**config.mk**
```make
export PLATFORM = sky130hd
export DESIGN_NAME = guess_autoplayer
export DESIGN_NICKNAME = d
export VERILOG_FILES = /design/src/rtl/guess_pkg.sv /design/src/rtl/guess_autoplayer_pulser.sv /design/src/rtl/guess_autoplayer.sv
export SDC_FILE = /design/constraint.sdc
export NUM_CORES = 1
export LEC_CHECK = 0
export ABC_AREA = 1
export CORE_ASPECT_RATIO = 0.8
export CORE_UTILIZATION = 35
export CTS_CLUSTER_DIAMETER = 30
export DETAILED_ROUTE_END_ITERATION = 16
export RECOVER_POWER = 50
export SETUP_SLACK_MARGIN = 0.1
export SLEW_MARGIN = 30
export SYNTH_ARGS = -nofsm -noshare
export SYNTH_HDL_FRONTEND = slang
export SYNTH_SLANG_ARGS = --single-unit
```
**constraint.sdc**
```tcl
create_clock -name MAX10_CLK1_50 -period 6.6 [get_ports MAX10_CLK1_50]
set_clock_uncertainty 0.2 [all_clocks]
set_input_delay 1.32 -clock MAX10_CLK1_50 [delete_from_list [all_inputs] [get_ports MAX10_CLK1_50]]
set_output_delay 1.32 -clock MAX10_CLK1_50 [all_outputs]
set_load 0.02 [all_outputs]
```
**src/rtl/guess_pkg.sv**
```systemverilog
// Shared constants, encodings and helpers for the guess-the-number
// game and its autoplayer.
package guess_pkg;

   localparam int MAX_VALUE = 99;
   localparam int DIGIT_W   = 4;

   localparam logic [7:0] HEX_BLANK = 8'hFF;
   localparam logic [7:0] HI3 = 8'h89;
   localparam logic [7:0] HI2 = 8'hF9;
   localparam logic [7:0] LO3 = 8'hC7;
   localparam logic [7:0] LO2 = 8'hC0;
   localparam logic [7:0] OK3 = 8'hC0;
   localparam logic [7:0] OK2 = 8'h88;
   localparam logic [7:0] ER3 = 8'h86;
   localparam logic [7:0] ER2 = 8'hAF;

   typedef enum logic [3:0] {
      S_IDLE,
      S_CLEAR,
      S_COMPUTE,
      S_ONES,
      S_TENS,
      S_SUBMIT,
      S_SETTLE,
      S_CLASSIFY,
      S_FBWAIT,
      S_FINISH
   } state_t;

   typedef enum logic [1:0] {
      H_BAD,
      H_HI,
      H_LO,
      H_OK
   } hint_t;

   typedef enum logic [1:0] {
      T_SUB = 2'd0,
      T_INC = 2'd1,
      T_CLR = 2'd2
   } tgt_t;

   function automatic hint_t decode_hint(
      input logic [7:0] h3,
      input logic [7:0] h2
   );
      hint_t r;
      r = H_BAD;
      unique case (1'b1)
         (h3 == HI3 && h2 == HI2): r = H_HI;
         (h3 == LO3 && h2 == LO2): r = H_LO;
         (h3 == OK3 && h2 == OK2): r = H_OK;
         default:                  r = H_BAD;
      endcase
      return r;
   endfunction

   function automatic logic [DIGIT_W-1:0] digit_dist(
      input logic [DIGIT_W-1:0] tgt,
      input logic [DIGIT_W-1:0] cur
   );
      logic [DIGIT_W:0] d;
      d = 5'(tgt) + 5'd10 - 5'(cur);
      if (d >= 5'd10)
         d = d - 5'd10;
      return 4'(d);
   endfunction

   function automatic logic [DIGIT_W-1:0] digit_inc(
      input logic [DIGIT_W-1:0] d
   );
      return (d == 4'd9) ? 4'd0 : d + 4'd1;
   endfunction

endpackage

```
**src/rtl/guess_autoplayer_pulser.sv**
```systemverilog
// Single press generator: one line active for PRESS_CYCLES, then
// released for GAP_CYCLES; a new request is taken on the ack cycle.
module key_pulser
   import guess_pkg::*;
#(
   parameter int unsigned PRESS_CYCLES = 4,
   parameter int unsigned GAP_CYCLES   = 4
) (
   input  logic       clk,
   input  logic       rst_n,
   input  logic       req_i,
   input  tgt_t       tgt_i,
   output logic       ack_o,
   output logic       busy_o,
   output logic [2:0] line_o
);

   logic        busy_q, busy_d;
   logic [31:0] cnt_q, cnt_d;
   logic [2:0]  line_q, line_d;

   assign ack_o  = busy_q && (cnt_q == PRESS_CYCLES + GAP_CYCLES - 1);
   assign busy_o = busy_q;
   assign line_o = line_q;

   always_comb begin
      busy_d = busy_q;
      cnt_d  = cnt_q;
      line_d = line_q;
      if (req_i && (!busy_q || ack_o)) begin
         busy_d = 1'b1;
         cnt_d  = '0;
         line_d = 3'b001 << tgt_i;
      end else if (ack_o) begin
         busy_d = 1'b0;
         cnt_d  = '0;
         line_d = '0;
      end else if (busy_q) begin
         cnt_d = cnt_q + 1;
         if (cnt_d >= PRESS_CYCLES)
            line_d = '0;
      end
   end

   always_ff @(posedge clk or negedge rst_n) begin
      if (!rst_n) begin
         busy_q <= 1'b0;
         cnt_q  <= '0;
         line_q <= '0;
      end else begin
         busy_q <= busy_d;
         cnt_q  <= cnt_d;
         line_q <= line_d;
      end
   end

endmodule

```
**src/rtl/guess_autoplayer.sv**
```systemverilog
// Autoplayer: binary-searches the game's secret by pressing its keys
// and decoding the HI/LO/OK hint from the segment outputs.
module guess_autoplayer
   import guess_pkg::*;
#(
   parameter int unsigned PRESS_CYCLES  = 4,
   parameter int unsigned GAP_CYCLES    = 4,
   parameter int unsigned SETTLE_CYCLES = 16,
   parameter int unsigned FB_WAIT       = 6_200_000,
   parameter int unsigned MAX_GUESSES   = 7
) (
   input  logic       MAX10_CLK1_50,
   input  logic       resetN,
   input  logic       start,
   input  logic [7:0] hexIn3,
   input  logic [7:0] hexIn2,
   output logic [1:0] keyOut,
   output logic [2:0] swOut,
   output logic       busy,
   output logic       done,
   output logic       won,
   output logic [6:0] guess,
   output logic [3:0] guessCount
);

   state_t      state_q, state_d;
   logic [6:0]  lo_q, lo_d, hi_q, hi_d, guess_q, guess_d;
   logic [3:0]  ones_q, ones_d, tens_q, tens_d;
   logic [3:0]  rem_o_q, rem_o_d, rem_t_q, rem_t_d;
   logic [3:0]  gcnt_q, gcnt_d;
   logic [31:0] cnt_q, cnt_d;
   logic [1:0]  sel_q, sel_d;
   logic        busy_q, busy_d, done_q, done_d, won_q, won_d;
   logic [7:0]  h3_q, h2_q;

   logic       p_req, p_ack, p_busy, p_free;
   tgt_t       p_tgt;
   logic [2:0] p_line;
   logic [6:0] g_mid;
   logic [3:0] g_ones, g_tens;
   hint_t      hcode;

   key_pulser #(
      .PRESS_CYCLES(PRESS_CYCLES),
      .GAP_CYCLES  (GAP_CYCLES)
   ) u_pulser (
      .clk   (MAX10_CLK1_50),
      .rst_n (resetN),
      .req_i (p_req),
      .tgt_i (p_tgt),
      .ack_o (p_ack),
      .busy_o(p_busy),
      .line_o(p_line)
   );

   // sum needs 8 bits: lo and hi can both reach 99
   assign g_mid  = 7'((8'(lo_q) + 8'(hi_q)) >> 1);
   assign g_ones = 4'(g_mid % 7'd10);
   assign g_tens = 4'(g_mid / 7'd10);
   assign hcode  = decode_hint(h3_q, h2_q);
   assign p_free = !p_busy || p_ack;

   always_comb begin
      state_d = state_q;
      lo_d    = lo_q;
      hi_d    = hi_q;
      guess_d = guess_q;
      ones_d  = ones_q;
      tens_d  = tens_q;
      rem_o_d = rem_o_q;
      rem_t_d = rem_t_q;
      gcnt_d  = gcnt_q;
      cnt_d   = cnt_q;
      sel_d   = sel_q;
      busy_d  = busy_q;
      won_d   = won_q;
      done_d  = 1'b0;
      p_req   = 1'b0;
      p_tgt   = T_INC;
      unique case (state_q)
         S_IDLE: if (start) begin
            lo_d    = '0;
            hi_d    = 7'(MAX_VALUE);
            gcnt_d  = '0;
            won_d   = 1'b0;
            busy_d  = 1'b1;
            sel_d   = 2'b00;
            p_req   = 1'b1;
            p_tgt   = T_CLR;
            state_d = S_CLEAR;
         end
         S_CLEAR: begin
            ones_d = '0;
            tens_d = '0;
            if (p_ack)
               state_d = S_COMPUTE;
         end
         S_COMPUTE: begin
            guess_d = g_mid;
            rem_o_d = digit_dist(g_ones, ones_q);
            rem_t_d = digit_dist(g_tens, tens_q);
            sel_d   = 2'b01;
            state_d = S_ONES;
         end
         S_ONES: if (p_free) begin
            if (rem_o_q != 0) begin
               p_req   = 1'b1;
               rem_o_d = rem_o_q - 1;
               ones_d  = digit_inc(ones_q);
            end else begin
               sel_d   = 2'b10;
               state_d = S_TENS;
               p_req   = 1'b1;
               if (rem_t_q != 0) begin
                  rem_t_d = rem_t_q - 1;
                  tens_d  = digit_inc(tens_q);
               end else begin
                  p_tgt   = T_SUB;
                  state_d = S_SUBMIT;
               end
            end
         end
         S_TENS: if (p_free) begin
            p_req = 1'b1;
            if (rem_t_q != 0) begin
               rem_t_d = rem_t_q - 1;
               tens_d  = digit_inc(tens_q);
            end else begin
               p_tgt   = T_SUB;
               state_d = S_SUBMIT;
            end
         end
         S_SUBMIT: if (p_ack) begin
            gcnt_d  = gcnt_q + 1;
            cnt_d   = '0;
            state_d = S_SETTLE;
         end
         S_SETTLE: begin
            if (cnt_q == SETTLE_CYCLES - 1) begin
               cnt_d   = '0;
               state_d = S_CLASSIFY;
            end else begin
               cnt_d = cnt_q + 1;
            end
         end
         S_CLASSIFY: begin
            state_d = S_FBWAIT;
            unique case (hcode)
               H_OK: begin
                  won_d   = 1'b1;
                  done_d  = 1'b1;
                  busy_d  = 1'b0;
                  state_d = S_FINISH;
               end
               // guess 0 too high: force lo > hi rather than wrap
               H_HI: if (guess_q == 0) begin
                  lo_d = 7'd1;
                  hi_d = 7'd0;
               end else begin
                  hi_d = guess_q - 7'd1;
               end
               H_LO: lo_d = guess_q + 7'd1;
               default: begin
                  won_d   = 1'b0;
                  done_d  = 1'b1;
                  busy_d  = 1'b0;
                  state_d = S_FINISH;
               end
            endcase
         end
         S_FBWAIT: begin
            if (cnt_q == FB_WAIT - 1) begin
               cnt_d = '0;
               if (gcnt_q == 4'(MAX_GUESSES) || lo_q > hi_q) begin
                  won_d   = 1'b0;
                  done_d  = 1'b1;
                  busy_d  = 1'b0;
                  state_d = S_FINISH;
               end else begin
                  state_d = S_COMPUTE;
               end
            end else begin
               cnt_d = cnt_q + 1;
            end
         end
         S_FINISH: state_d = S_IDLE;
         default:  state_d = S_IDLE;
      endcase
   end

   always_ff @(posedge MAX10_CLK1_50 or negedge resetN) begin
      if (!resetN) begin
         state_q <= S_IDLE;
         lo_q    <= '0;
         hi_q    <= 7'(MAX_VALUE);
         guess_q <= '0;
         ones_q  <= '0;
         tens_q  <= '0;
         rem_o_q <= '0;
         rem_t_q <= '0;
         gcnt_q  <= '0;
         cnt_q   <= '0;
         sel_q   <= '0;
         busy_q  <= 1'b0;
         done_q  <= 1'b0;
         won_q   <= 1'b0;
         h3_q    <= HEX_BLANK;
         h2_q    <= HEX_BLANK;
      end else begin
         state_q <= state_d;
         lo_q    <= lo_d;
         hi_q    <= hi_d;
         guess_q <= guess_d;
         ones_q  <= ones_d;
         tens_q  <= tens_d;
         rem_o_q <= rem_o_d;
         rem_t_q <= rem_t_d;
         gcnt_q  <= gcnt_d;
         cnt_q   <= cnt_d;
         sel_q   <= sel_d;
         busy_q  <= busy_d;
         done_q  <= done_d;
         won_q   <= won_d;
         h3_q    <= hexIn3;
         h2_q    <= hexIn2;
      end
   end

   assign keyOut     = ~p_line[1:0];
   assign swOut      = {p_line[2], sel_q};
   assign busy       = busy_q;
   assign done       = done_q;
   assign won        = won_q;
   assign guess      = guess_q;
   assign guessCount = gcnt_q;

endmodule

```
# Word-level counts from Yosys, hierarchy flattened
# Index checks and enable logic that the tools add are counted.
[op_classes]
add_sub_neg = 16
multipliers = 0
div = 2
n_lt_le_gt_ge = 4
n_eq_ne = 38
shift = 1
n_mux = 83
bitwise = 1
n_reduce_logical = 38
[ops]
columns = ["operator", "count"]
rows = [
  ["2-to-1 mux 32 bit", 6],
  ["2-to-1 mux 4 bit", 28],
  ["case mux 32 bit (3 select lines)", 1],
  ["adder 32 x 1 -> 32 bit (second input constant)", 2],
  ["equality test 8 bit (second input constant)", 6],
  ["case mux 7 bit (2 select lines)", 3],
  ["case mux 4 bit (9 select lines)", 1],
  ["2-to-1 mux 7 bit", 5],
  ["equality test 32 x 23 -> 1 bit (second input constant)", 1],
  ["equality test 32 x 3 -> 1 bit (second input constant)", 1],
  ["equality test 32 x 4 -> 1 bit (second input constant)", 1],
  ["greater-or-equal comparator 32 x 3 -> 1 bit (second input constant)", 1],
  ["case mux 4 bit (2 select lines)", 3],
  ["case mux 4 bit (3 select lines)", 2],
  ["!= test 2 bit (second input constant)", 11],
  ["nonzero test 3 bit", 7],
  ["equality test 4 x 3 -> 1 bit (second input constant)", 5],
  ["2-to-1 mux 1 bit", 18],
  ["case mux 2 bit (3 select lines)", 3],
  ["AND reduction 4 bit", 4],
  ["adder 4 x 1 -> 4 bit (second input constant)", 3],
  ["equality test 4 bit (second input constant)", 3],
  ["2-to-1 mux 3 bit", 4],
  ["AND reduction 3 bit", 4],
  ["34 further kinds", 60],
]
[totals]
regBits = 134
latch_bits = 0
ramBits = 0
rom_bits = 0
inputBits = 19
mem_count = 0

# Longest topological paths before layout
# Gate-level depths: netlist of the first run.
[logic_depth]
ltp_word = 8
ltp_mapped = 41
mapped_depth_nobuf = 41

# By module
# From an unflattened synthesis of the first run, not the netlist that was laid out.
[hier_totals]
cells_unflattened = 1250
area_unflattened_um2 = 9110.0
[modules_own_cells]
columns = ["mod", "n_inst", "cells_each", "area_each_um2"]
rows = [
  ["guess_autoplayer", 1, 856, 6488.7],
  ["key_pulser", 1, 394, 2621.3],
]

# Least setup slack after synthesis of the first run
# No wires, ideal clock.
[synth_path]
path_kind = "reg2reg"
start = "reg lo_q[0]"
end = "reg rem_o_q[2]"
setup_time_ps = 83
arrival_time_ps = 4736
t_required_ps = 6317
slack_ps = 1581
path_stages_with_launch = 33
synth_period_minus_slack_ps = 5019
cell_sequence = "dfrtp_1 -> ha_1 -> fa_1 -> nand2_1 -> nand3_1 -> xor2_1 -> nand3_1 -> nand2_1 -> nand2_2 -> nand2_1 -> nand3_2 -> nand2_1 -> nand2_1 -> nand2_1 -> nand2_1 -> inv_1 -> ha_1 -> inv_1 -> nand3_1 -> nand3_1 -> nand2_1 -> nand2_1 -> ha_1 -> inv_1 -> ha_1 -> inv_1 -> fa_1 -> ha_1 -> o211ai_1 -> mux2_2 -> nand2_1 -> o211ai_1 -> o21ai_0"
[synth_between]
elab_chain_len = 7
word_cells_on_any_way = 8
[synth_rtl]
columns = ["item", "line", "rtl"]
rows = [
  ["from (decl)", "guess_autoplayer.sv:27", "logic [6:0] lo_q, lo_d, hi_q, hi_d, guess_q, guess_d;"],
  ["from (signal assigned)", "guess_autoplayer.sv:211", "lo_q <= lo_d;"],
  ["adder 7 x 7 -> 8 bit *", "guess_autoplayer.sv:57", "assign g_mid = 7'((8'(lo_q) + 8'(hi_q)) >> 1);"],
  ["remainder unit 7 x 4 -> 7 bit *", "guess_autoplayer.sv:58", "assign g_ones = 4'(g_mid % 7'd10);"],
  ["adder 4 x 4 -> 5 bit *", "guess_pkg.sv:64", "d = 5'(tgt) + 5'd10 - 5'(cur);"],
  ["subtractor 5 x 4 -> 5 bit *", "guess_pkg.sv:64", ""],
  ["subtractor 4 bit / greater-or-equal comparator 5 x 4 -> 1 bit (equally long branches)", "guess_pkg.sv:66, guess_pkg.sv:65", ""],
  ["2-to-1 mux 4 bit *", "guess_pkg.sv:65", "if (d >= 5'd10)"],
  ["case mux 4 bit (2 select lines) *", "guess_autoplayer.sv:80", "unique case (state_q)"],
  ["to (signal assigned)", "guess_autoplayer.sv:216", "rem_o_q <= rem_o_d;"],
  ["to (decl)", "guess_autoplayer.sv:29", "logic [3:0] rem_o_q, rem_o_d, rem_t_q, rem_t_d;"],
]
# Every way passes the cells marked *; elsewhere a longest branch is shown, timed or not.
# A chain may end at the register's enable or synchronous reset.

# Worst setup path after layout of the first run
[layout_path]
start = "reg hi_q[1]"
end = "reg rem_o_q[2]"
[layout_between]
elab_chain_len = 7
word_cells_on_any_way = 8
[layout_rtl]
columns = ["item", "line", "rtl"]
rows = [
  ["from (decl)", "guess_autoplayer.sv:27", ""],
  ["from (signal assigned)", "guess_autoplayer.sv:195", "hi_q <= 7'(MAX_VALUE);"],
  ["from (signal assigned)", "guess_autoplayer.sv:212", "hi_q <= hi_d;"],
  ["adder 7 x 7 -> 8 bit *", "guess_autoplayer.sv:57", ""],
  ["remainder unit 7 x 4 -> 7 bit *", "guess_autoplayer.sv:58", ""],
  ["adder 4 x 4 -> 5 bit *", "guess_pkg.sv:64", ""],
  ["subtractor 5 x 4 -> 5 bit *", "guess_pkg.sv:64", ""],
  ["subtractor 4 bit / greater-or-equal comparator 5 x 4 -> 1 bit (equally long branches)", "guess_pkg.sv:66, guess_pkg.sv:65", ""],
  ["2-to-1 mux 4 bit *", "guess_pkg.sv:65", ""],
  ["case mux 4 bit (2 select lines) *", "guess_autoplayer.sv:80", ""],
]
# Marks and branches as above.

==> flow_metrics.env, run 1 <==
export IMPL_hold_buffers=0
export IMPL_cts_buffer_depth=2
export IMPL_postRouteAntennaNets=0
export IMPL_crit_path_start_kind="flop"
export IMPL_cpPeakStageDelay_ns=0.58
export IMPL_seq_area_frac_synth_pct=39.54
export IMPL_synth_top_area_share_pct=33.39
export IMPL_drive_above_1_share_pct=6.649
export IMPL_start_util_pct=36.13
export IMPL_num_vias=7372
export IMPL_die_w_um=176.7
export IMPL_diodes=0
export IMPL_post_cts_repair_setup_buffers=0
export IMPL_regToRegSetupSlack_ns=1.05
export IMPL_crit_path_top_delay_cell="dfstp_1"
export IMPL_first_pass_iters=5
export IMPL_maxSlewHeadroom_pct=-198.5
export IMPL_switchingPower_w=0.001436
export IMPL_numCtsBuffers=17
export IMPL_n_fill_cell=2378
export IMPL_routedWlPerCell_um=13.84
export IMPL_fin_area_um2=9796
export IMPL_netlist_top_cells_count="nand2_1 (196), inv_1 (195), dfrtp_1 (114)"
export IMPL_cts_root_buffer="clkbuf_16"
export IMPL_cts_sinks=134
export IMPL_ys_flop_type="dfrtp_1"
export IMPL_crit_end="rem_o_q[2]$_DFFE_PN0P_"
export IMPL_yosysUniqueCellTypes=55
export IMPL_p_sw_share_pct=42.41
export IMPL_post_dp_hpwl_mm=15.01
export IMPL_worstSkewPairLatency_ns=0.43
export IMPL_crit_start="hi_q[1]$_DFFE_PN1P_"
export IMPL_grt_pass1_wl_mm=34.42
export IMPL_antenna_found_initial=0
export IMPL_grt_use_total_pct=17.18
export IMPL_crit_arrival_ns=5.70
export IMPL_cap_violations=1
export IMPL_nets=1212
export IMPL_io_pins=38
export IMPL_grt_pass1_vias=7016
export IMPL_timing_rr_start="hi_q[1]$_DFFE_PN1P_"
export IMPL_grt_overflow_total=0
export IMPL_placedInstanceArea_um2=9251
export IMPL_holdCritPathClass="reg -> reg"
export IMPL_min_period_ns=5.549
export IMPL_path_class="reg -> reg"
export IMPL_syn_area_um2=8544
export IMPL_yosysWarningCount=0
export IMPL_max_freq_ghz=0.1802
export IMPL_regArea_um2=3378
export IMPL_internal_power_w=0.001950
export IMPL_ctsResizeCount=0
export IMPL_p_leak_nw=4.469
export IMPL_std_cell_rows=50
export IMPL_core_area_um2=23650
export IMPL_detail_route_iter0_violations=429
export IMPL_clk_pin_slew_ns=0.07
export IMPL_die_y_um=141.8
export IMPL_synth_cells=1102
export IMPL_port_buffers=37
export IMPL_p_seq_share_pct=31.0
export IMPL_areaGrowthSynthToFinish_pct=14.64
export IMPL_postRouteWirelength_mm=20.34
export IMPL_period_share_pct=84.08
export IMPL_syn_avg_cell_area_um2=7.754
export IMPL_synth_most_common_cell="nand2_1"
export IMPL_hold_viol=0
export IMPL_yosys_top_cells_area="dfrtp_1 (33%), nand2_1 (8.6%), inv_1 (8.6%)"
export IMPL_failed_checks="max-capacitance violations, max-slew violations"
export IMPL_slew_violations=79
export IMPL_clock_power_share_pct=26.9
export IMPL_fin_setup_tns_ns=0
export IMPL_crit_path_frequent_cell="nand2_1"
export IMPL_ys_ff_latch=134
export IMPL_synth_top_cell_by_area="dfrtp_1"
export IMPL_r2r_cells=37
export IMPL_rsz0062_at_grt="false"
export IMPL_drc=0
export IMPL_grt_max_degree=79
export IMPL_worstPathRequired_ns=6.75
export IMPL_gp_congestion=0.8761
export IMPL_path_max_fanout=5
export IMPL_run_status="finished with violations"
export IMPL_comb_power_share_pct=42.1
export IMPL_r2r_end="rem_o_q[2]$_DFFE_PN0P_"
export IMPL_p_per_area_nw_per_um2=345.7
export IMPL_multiInputGateArea_um2=4338
export IMPL_end_kind="flop"
export IMPL_synth_async_sr_flop_share_pct=100.0
export IMPL_syn_nets=1169
export IMPL_die_area_um2=25050
export IMPL_h_tree_depth=4
export IMPL_worst_pin_slew_ns=4.478
export IMPL_synth_edf_count=0
export IMPL_cts_tree="built"
export IMPL_setup_viol=0
export IMPL_viasPerCell=5.015
export IMPL_ir_drop_mv=0.2436
[cell usage in the layout, fill, tap and decap left out, types with 3 or more instances in the layout]
cell type        instances
nand3_1                 57
nor4_1                  20
inv_2                    6
nand2_1                196
dlygate4sd3_1           16
clkdlybuf4s50_1         20
xnor2_1                  3
nor2_1                 101
a32o_1                   3
dfrtp_1                114
nor3_1                  37
inv_8                    4
ha_1                    45
nand4_1                 44
clkbuf_16               17
mux2_2                   3
nor3b_1                  3
o21ai_0                 53
dfstp_2                 18
inv_6                    7
a21oi_1                 36
a31oi_1                  4
nand2_2                  4
xor2_1                  62
fa_1                     3
inv_1                  195
o22ai_1                 36
o211ai_1                 7
[sequential cells by signal, summed over array words and instances, names as in the netlist]
| name | flops |
|---|---|
| tens_q | 4 |
| done | 1 |
| h3_q | 8 |
| won | 1 |
| cnt_q | 32 |
| u_pulser.cnt_q | 32 |
| sel_q | 2 |
| u_pulser.busy_o | 1 |
| guess | 7 |
| guessCount | 4 |
| hi_q | 7 |
| h2_q | 8 |
| busy | 1 |
| rem_t_q | 4 |
| ones_q | 4 |
| state_q | 4 |
| rem_o_q | 4 |
| u_pulser.line_o | 3 |
| lo_q | 7 |
[critical path: cells and delay by family, from the launching register on]
| kind | cells | cell delay, ns |
|---|---|---|
| mux | 1 | 0.37 |
| flops | 1 | 0.58 |
| fa+ha+maj | 6 | 1.56 |
| buf+inv | 6 | 0.37 |
| simple gates | 21 | 1.94 |
| compound gates | 3 | 0.45 |
[how the worst min path moves through the flow]
stage,from,endpoint,cells past startpoint
CTS,u_pulser.line_o[0]$_DFFE_PN0P_,u_pulser.line_o[0]$_DFFE_PN0P_,2
floorplan,u_pulser.line_o[0]$_DFFE_PN0P_,u_pulser.line_o[0]$_DFFE_PN0P_,2
finish,u_pulser.line_o[0]$_DFFE_PN0P_,u_pulser.line_o[0]$_DFFE_PN0P_,2
global route,busy$_DFFE_PN0P_,busy$_DFFE_PN0P_,2
global placement,busy$_DFFE_PN0P_,busy$_DFFE_PN0P_,2
detailed placement,u_pulser.line_o[0]$_DFFE_PN0P_,u_pulser.line_o[0]$_DFFE_PN0P_,2
[power by group through the flow]
| stage | sequential (W) | clock, W | combinational (W) |
|---|---|---|---|
| floorplan | 0.00106 | 0 | 0.00104 |
| global placement | 0.00106 | 0 | 0.00141 |
| detailed placement | 0.00106 | 0 | 0.00143 |
| CTS | 0.00105 | 0.000934 | 0.00144 |
| global route | 0.00107 | 0.000970 | 0.00162 |
| finish | 0.00105 | 0.000912 | 0.00142 |
[final cells by class]
class	instances	area share [%]
Multi-Input combinational cell	751	44.28
Sequential cell	134	34.49
Inverter	202	7.740
Clock buffer	17	4.343
Tap cell	312	3.985
Timing Repair Buffer	39	3.832
Clock inverter	15	1.328
[per-layer routing]
layer,GRT usage (%),vias to the layer above,wire length (µm)
li1,-,3743,-
met1,25.19,3467,10530
met2,25.49,145,8853
met3,3.564,17,761
met4,4.446,0,196
met5,0,-,0
[stage by stage]
step	util, %	total power, W	std cells	setup WS, ns	hold WS (ns)
2_1_floorplan	-	0.002101	1102	1.581	0.2419
3_3_place_gp	39.12	0.002467	1438	1.261	0.2634
3_5_place_dp	39.12	0.002492	1438	1.120	0.2699
4_1_cts	41.47	0.003420	1470	1.082	0.2860
5_1_grt	41.42	0.003657	1470	0.5147	0.3116
6_report	41.42	0.003387	1470	1.051	0.2795
[cell families (layout without fill, tap and decap cells)]
family,Yosys count,after routing,synth area share (%)
DFF,134,134,39.54
buffers and inverters,217,273,9.694
xor gates and xnor gates,65,65,6.663
adders and majority gates,48,48,7.292
muxes,4,4,0.5125
and+or+nand+nor,479,479,25.67
AOI/OAI and AO/OA,155,155,10.63
No activity file was read; power rests on OpenSTA's default activity.
==> run 2: changes to the inputs <==
==> constraint.sdc (replaced) <==
create_clock -name MAX10_CLK1_50 -period 5.37 [get_ports MAX10_CLK1_50]
set_clock_uncertainty 0.2 [all_clocks]
set_input_delay 1.074 -clock MAX10_CLK1_50 [delete_from_list [all_inputs] [get_ports MAX10_CLK1_50]]
set_output_delay 1.074 -clock MAX10_CLK1_50 [all_outputs]
set_load 0.02 [all_outputs]
==> run 2 against run 1 <==
The flow still finishes with violations (max-capacitance violations, max-slew violations). Sequential cell count stayed put. Total power grew 30%. Maximum frequency increased by 9.8%. Wire length increased by 3.9%. Setup slack worse by 0.74 ns. Combinational power is 37% higher. Clock-buffer cell count is 2 higher. Critical path type unchanged. Critical endpoint unchanged. Largest cell class unchanged.
==> flow_metrics.env, run 2 (same netlist as run 1, synthesis figures left out) <==
export IMPL_detail_route_iter0_violations=436
export IMPL_core_area_um2=23650
export IMPL_drc=0
export IMPL_layout_common_cells="inv_1 (190), nand2_1 (184), dfrtp_1 (114), nor2_1 (97), xor2_1 (60)"
export IMPL_antenna_found_initial=0
export IMPL_rsz0062_at_grt="false"
export IMPL_end_kind="flop"
export IMPL_worstPathRequired_ns=5.53
export IMPL_worst_pin_slew_ns=2.951
export IMPL_grt_max_degree=104
export IMPL_post_dp_hpwl_mm=15.18
export IMPL_crit_path_start_kind="flop"
export IMPL_start_util_pct=36.13
export IMPL_areaGrowthSynthToFinish_pct=19.74
export IMPL_layout_commonest_cell="inv_1"
export IMPL_grt_use_total_pct=17.45
export IMPL_fin_setup_tns_ns=0
export IMPL_grt_pass1_vias=7008
export IMPL_maxSlewHeadroom_pct=-96.71
export IMPL_die_y_um=141.8
export IMPL_die_w_um=176.7
export IMPL_path_max_fanout=3
export IMPL_period_share_pct=94.14
export IMPL_hold_viol=0
export IMPL_crit_path_top_delay_cell="fa_2"
export IMPL_holdCritPathClass="reg -> reg"
export IMPL_p_leak_nw=4.592
export IMPL_cap_violations=1
export IMPL_worstSkewPairLatency_ns=0.43
export IMPL_cts_buffer_depth=2
export IMPL_place_ws_ns=-0.07723
export IMPL_viasPerCell=5.038
export IMPL_run_status="finished with violations"
export IMPL_path_class="reg -> reg"
export IMPL_slew_violations=51
export IMPL_diodes=0
export IMPL_nets=1227
export IMPL_std_cell_rows=50
export IMPL_top_regs="cnt_q x32, u_pulser.cnt_q x32"
export IMPL_ir_drop_mv=0.3211
export IMPL_io_pins=38
export IMPL_hold_buffers=0
export IMPL_max_freq_ghz=0.1978
export IMPL_setup_viol=0
export IMPL_die_area_um2=25050
export IMPL_cts_sinks=134
export IMPL_fin_ws_ns=0.3145
export IMPL_routedWlPerCell_um=14.23
export IMPL_crit_arrival_ns=5.22
export IMPL_cts_root_buffer="clkbuf_16"
export IMPL_postRouteWirelength_mm=21.13
export IMPL_first_pass_iters=5
export IMPL_postRouteAntennaNets=0
export IMPL_h_tree_depth=4
export IMPL_cpPeakStageDelay_ns=0.57
export IMPL_gp_congestion=0.8817
export IMPL_num_vias=7482
export IMPL_min_period_ns=5.056
export IMPL_crit_path_frequent_cell="nand2_2"
export IMPL_p_per_area_nw_per_um2=430.7
export IMPL_drive_above_1_share_pct=12.28
export IMPL_clk_pin_slew_ns=0.07
export IMPL_port_buffers=37
export IMPL_grt_overflow_total=0
export IMPL_numCtsBuffers=17
export IMPL_failed_checks="max-capacitance violations, max-slew violations"
export IMPL_grt_pass1_wl_mm=35.05
export IMPL_cts_tree="built"
## run 2: where the power goes
group	switching, W	internal (W)
registers	0.000134	0.00116
logic	0.00118	0.000756
clock network	0.000476	0.000702
## run 2: through the flow
step | total power [W] | instances | utilization [%] | hold slack, ns | area [µm²]
after global placement | 0.003035 | 1439 | 39.15 | 0.2625 | 9259
after floorplan | 0.002582 | 1102 | - | 0.2419 | 8544
final | 0.004407 | 1485 | 43.26 | 0.2782 | 10230
after global routing | 0.004733 | 1485 | 43.26 | 0.3198 | 10230
after CTS | 0.004333 | 1475 | 42.03 | 0.2775 | 9940
after detailed placement | 0.003071 | 1439 | 39.15 | 0.2629 | 9259
## run 2: layout make-up
| cell class | count | area, µm² |
|---|---|---|
| Clock inverter | 13 | 143.9 |
| Multi-Input combinational cell | 751 | 4602 |
| Clock buffer | 19 | 442.9 |
| Sequential cell | 134 | 3378 |
| Timing Repair Buffer | 54 | 513.0 |
| Inverter | 202 | 760.7 |
| Tap cell | 312 | 390.4 |
| Fill cell | 2318 | 13420 |
## run 2: worst max-delay path: cells and delay by family (launching register included)
kind	cells	cell delay, ns
adders and majority gates	6	1.76
and+or+nand+nor	17	1.40
DFF	1	0.38
muxes	1	0.36
buffers and inverters	5	0.33
AOI/OAI and AO/OA	3	0.28
xor gates and xnor gates	1	0.27
## run 2: final timing paths
| kind | start | end | slack, ns | depth (start not counted) |
|---|---|---|---|---|
| worst max-delay path | lo_q[0]$_DFFE_PN0P_ | rem_o_q[2]$_DFFE_PN0P_ | 0.31 | 33 |
| worst min-delay path | u_pulser.line_o[0]$_DFFE_PN0P_ | u_pulser.line_o[0]$_DFFE_PN0P_ | 0.28 | 2 |
| worst max register to register | lo_q[0]$_DFFE_PN0P_ | rem_o_q[2]$_DFFE_PN0P_ | 0.31 | 33 |
| worst min register to register | u_pulser.line_o[0]$_DFFE_PN0P_ | u_pulser.line_o[0]$_DFFE_PN0P_ | 0.28 | 2 |
| max in group asynchronous | resetN | rem_o_q[1]$_DFFE_PN0P_ | 1.44 | 3 |
| min in group asynchronous | resetN | u_pulser.cnt_q[16]$_DFFE_PN0P_ | 1.40 | 1 |
## run 2: what timing repair did
item / in CTS / in global routing
pin swaps: 4 / 28
resized for setup: 13 / 52
buffers inserted: 4 / 9
setup endpoints to repair: 3 / 5
## run 2: per-layer routing
layer / track usage [%] / wire length [µm] / vias up
li1: - / - / 3756
met1: 25.35 / 10700 / 3554
met2: 25.78 / 9307 / 150
met3: 3.912 / 782 / 22
met4: 4.855 / 336 / 0
met5: 0 / 0 / -
==> run 3: changes to the inputs <==
--- a/config.mk
+++ b/config.mk
@@ -5,7 +5,6 @@
 export SDC_FILE = /design/constraint.sdc
 export NUM_CORES = 1
 export LEC_CHECK = 0
-export ABC_AREA = 1
 export CORE_ASPECT_RATIO = 0.8
 export CORE_UTILIZATION = 35
 export CTS_CLUSTER_DIAMETER = 30
==> run 3 against run 2 <==
The run ends with max-capacitance violations, max-slew violations, negative setup slack left. Non-clock buffer count increased by 39. Combinational power increased to 2.9 times the previous value. Total power increased by 90%. Global-route usage increased by 0.32 points. Clock-buffer cell count decreased by 2. Critical path depth decreased by 7. Largest cell class unchanged. Largest power group unchanged.
==> flow_metrics.env, run 3 <==
export IMPL_nets=1173
export IMPL_h_tree_depth=4
export IMPL_worstPathRequired_ns=5.53
export IMPL_place_ws_ns=-0.3211
export IMPL_synth_top_cell_by_area="dfrtp_1"
export IMPL_holdCritPathClass="reg -> reg"
export IMPL_synth_async_sr_flop_share_pct=100.0
export IMPL_seq_area_frac_synth_pct=37.97
export IMPL_max_freq_ghz=0.1797
export IMPL_antenna_found_initial=0
export IMPL_routedWlPerCell_um=15.59
export IMPL_grt_overflow_total=0
export IMPL_core_area_um2=24630
export IMPL_yosysUniqueCellTypes=80
export IMPL_ys_ff_latch=134
export IMPL_cpPeakStageDelay_ns=0.54
export IMPL_p_total_w=0.008369
export IMPL_die_y_um=144.6
export IMPL_p_leak_nw=4.445
export IMPL_die_w_um=180.3
export IMPL_ir_drop_mv=0.9771
export IMPL_crit_path_top_delay_cell="dfstp_2"
export IMPL_path_class="reg -> reg"
export IMPL_ys_flop_type="dfrtp_1"
export IMPL_worst_pin_slew_ns=2.836
export IMPL_netlist_top_cells_count="nand2_1 (121), dfrtp_1 (114), o21ai_0 (114)"
export IMPL_min_period_ns=5.565
export IMPL_cts_tree="built"
export IMPL_detail_route_iter0_violations=564
export IMPL_layout_commonest_cell="nand2_1"
export IMPL_post_dp_hpwl_mm=15.75
export IMPL_synth_most_common_cell="nand2_1"
export IMPL_numCtsBuffers=17
export IMPL_rsz0062_at_grt="true"
export IMPL_start_util_pct=36.12
export IMPL_p_per_area_nw_per_um2=782.8
export IMPL_synth_top_area_share_pct=32.06
export IMPL_synth_edf_count=0
export IMPL_std_cell_rows=51
export IMPL_path_max_fanout=7
export IMPL_syn_nets=1111
export IMPL_drc=0
export IMPL_yosys_top_cells_area="dfrtp_1 (32%), o21ai_0 (6.4%), ha_1 (6.3%)"
export IMPL_cts_sinks=134
export IMPL_critPathTopFamily="compound AO/OA/AOI/OAI gates"
export IMPL_run_status="finished with violations"
export IMPL_viasPerCell=5.513
export IMPL_period_share_pct=103.6
export IMPL_areaGrowthSynthToFinish_pct=20.17
export IMPL_crit_start="hi_q[1]$_DFFE_PN1P_"
export IMPL_maxSlewHeadroom_pct=-89.05
export IMPL_grt_use_total_pct=17.77
export IMPL_clk_pin_slew_ns=0.07
export IMPL_cts_buffer_depth=2
export IMPL_yosysWarningCount=0
export IMPL_fin_ws_ns=-0.1945
export IMPL_gp_congestion=0.8492
export IMPL_timing_rr_start="hi_q[1]$_DFFE_PN1P_"
export IMPL_synth_cells=1044
export IMPL_crit_arrival_ns=5.72
export IMPL_cts_root_buffer="clkbuf_16"
export IMPL_grt_pass1_vias=7289
export IMPL_min_from="u_pulser.cnt_q[18]$_DFFE_PN0P_"
export IMPL_num_vias=7922
export IMPL_crit_path_start_kind="flop"
export IMPL_cap_violations=1
export IMPL_hold_buffers=0
export IMPL_io_pins=38
export IMPL_top_regs="cnt_q x32, u_pulser.cnt_q x32"
export IMPL_n_fill_cell=2414
export IMPL_diodes=0
export IMPL_hold_viol=0
export IMPL_die_area_um2=26070
export IMPL_postRouteWirelength_mm=22.40
export IMPL_layout_common_cells="nand2_1 (118), dfrtp_1 (114), o21ai_0 (110), nor2_1 (84), buf_4 (53)"
export IMPL_syn_area_um2=8897
export IMPL_syn_avg_cell_area_um2=8.522
export IMPL_end_kind="flop"
export IMPL_postRouteAntennaNets=0
export IMPL_critical_path_buf_inv_count=4
export IMPL_failed_checks="max-capacitance violations, max-slew violations, negative setup slack"
export IMPL_grt_max_degree=55
export IMPL_slew_violations=55
export IMPL_setup_viol=6
export IMPL_first_pass_iters=5
export IMPL_port_buffers=37
export IMPL_worstSkewPairLatency_ns=0.44
export IMPL_drive_above_1_share_pct=15.91
export IMPL_grt_pass1_wl_mm=37.45
run 3: cell count changes after synthesis, sizes merged, moves of 20 or more:
cell	change
o31ai	+36
o21ai	+60
inv	-147
xnor2	+20
nand4	-26
nand2	-79
xor2	-42
clkbuf	+32
o22ai	-29
run 3: repair_timing:
item | CTS | global route
gates resized for setup | 13 | 20
pin swaps | 7 | 16
setup endpoints to repair | 6 | 6
setup buffers | 8 | 5
gates cloned | 0 | 0
run 3: path summary, 6_finish.rpt:
kind,slack (ns),to,depth (start not counted)
worst max-delay path,-0.19,rem_o_q[2]$_DFFE_PN0P_,26
worst min-delay path,0.31,u_pulser.cnt_q[18]$_DFFE_PN0P_,1
worst max register to register,-0.19,rem_o_q[2]$_DFFE_PN0P_,26
worst min register to register,0.31,u_pulser.cnt_q[18]$_DFFE_PN0P_,1
max in group asynchronous,1.30,sel_q[1]$_DFFE_PN0P_,2
min in group asynchronous,1.35,u_pulser.cnt_q[28]$_DFFE_PN0P_,1
run 3: final cells by class:
class / count / area, µm² / area share, %
timing repair buffer: 93 / 787.0 / 7.361
tap: 318 / 397.9 / 3.721
sequential: 134 / 3378 / 31.60
clock inverter: 15 / 197.7 / 1.849
inverter: 54 / 202.7 / 1.896
multi-input combinational: 806 / 5303 / 49.60
clock buffer: 17 / 425.4 / 3.979
run 3: report_power, final:
group	total [W]	internal, W	switching (W)
Clock	0.00126	0.000715	0.000542
Sequential	0.00142	0.00117	0.000244
Combinational	0.00570	0.00289	0.00281
run 3: cell families after synthesis:
logic type	count (synthesis)	share of synthesized area, %
xor+xnor	43	4.233
fa+ha+maj	48	7.003
mux	7	0.8016
buf+inv	104	4.753
simple gates	416	24.64
flops	134	37.97
compound gates	292	20.60
run 3: metrics by stage:
step / util [%] / hold slack, ns / cell area (µm²) / TNS [ns] / cells
floorplan: - / 0.2496 / 8949 / -0.1201 / 1044
global placement: 39.91 / 0.2862 / 9831 / -0.5589 / 1391
detailed placement: 39.92 / 0.2952 / 9833 / -1.329 / 1391
CTS: 42.86 / 0.3081 / 10560 / -0.5293 / 1431
global route: 43.41 / 0.3473 / 10690 / -2.201 / 1437
finish: 43.41 / 0.3059 / 10690 / -0.7859 / 1437
run 3: worst reg2reg max path, cell delays in order, from the launching register on:
cell and delay, ns:
dfstp_2 0.54, inv_2 0.04, ha_4 0.26, nor2b_2 0.04, o311a_1 0.33, or4_4 0.44
a21oi_4 0.27, nand2_2 0.10, o22ai_4 0.18, nor2_2 0.08, a221oi_2 0.27, ha_2 0.26
nand2_1 0.06, a32oi_1 0.15, o31a_1 0.20, buf_4 0.13, mux2i_1 0.20, ha_1 0.28
inv_2 0.08, fa_2 0.48, ha_4 0.20, a21oi_2 0.13, nor2_2 0.07, buf_4 0.14
a211oi_2 0.20, a31oi_1 0.06, o21ai_1 0.12
run 3: metal layers:
| layer | routed length (µm) | GRT usage (%) | vias up |
|---|---|---|---|
| li1 | - | - | 3895 |
| met1 | 11430 | 25.52 | 3831 |
| met2 | 9892 | 27.56 | 174 |
| met3 | 877 | 3.148 | 22 |
| met4 | 199 | 4.363 | 0 |
| met5 | 0 | 0 | - |
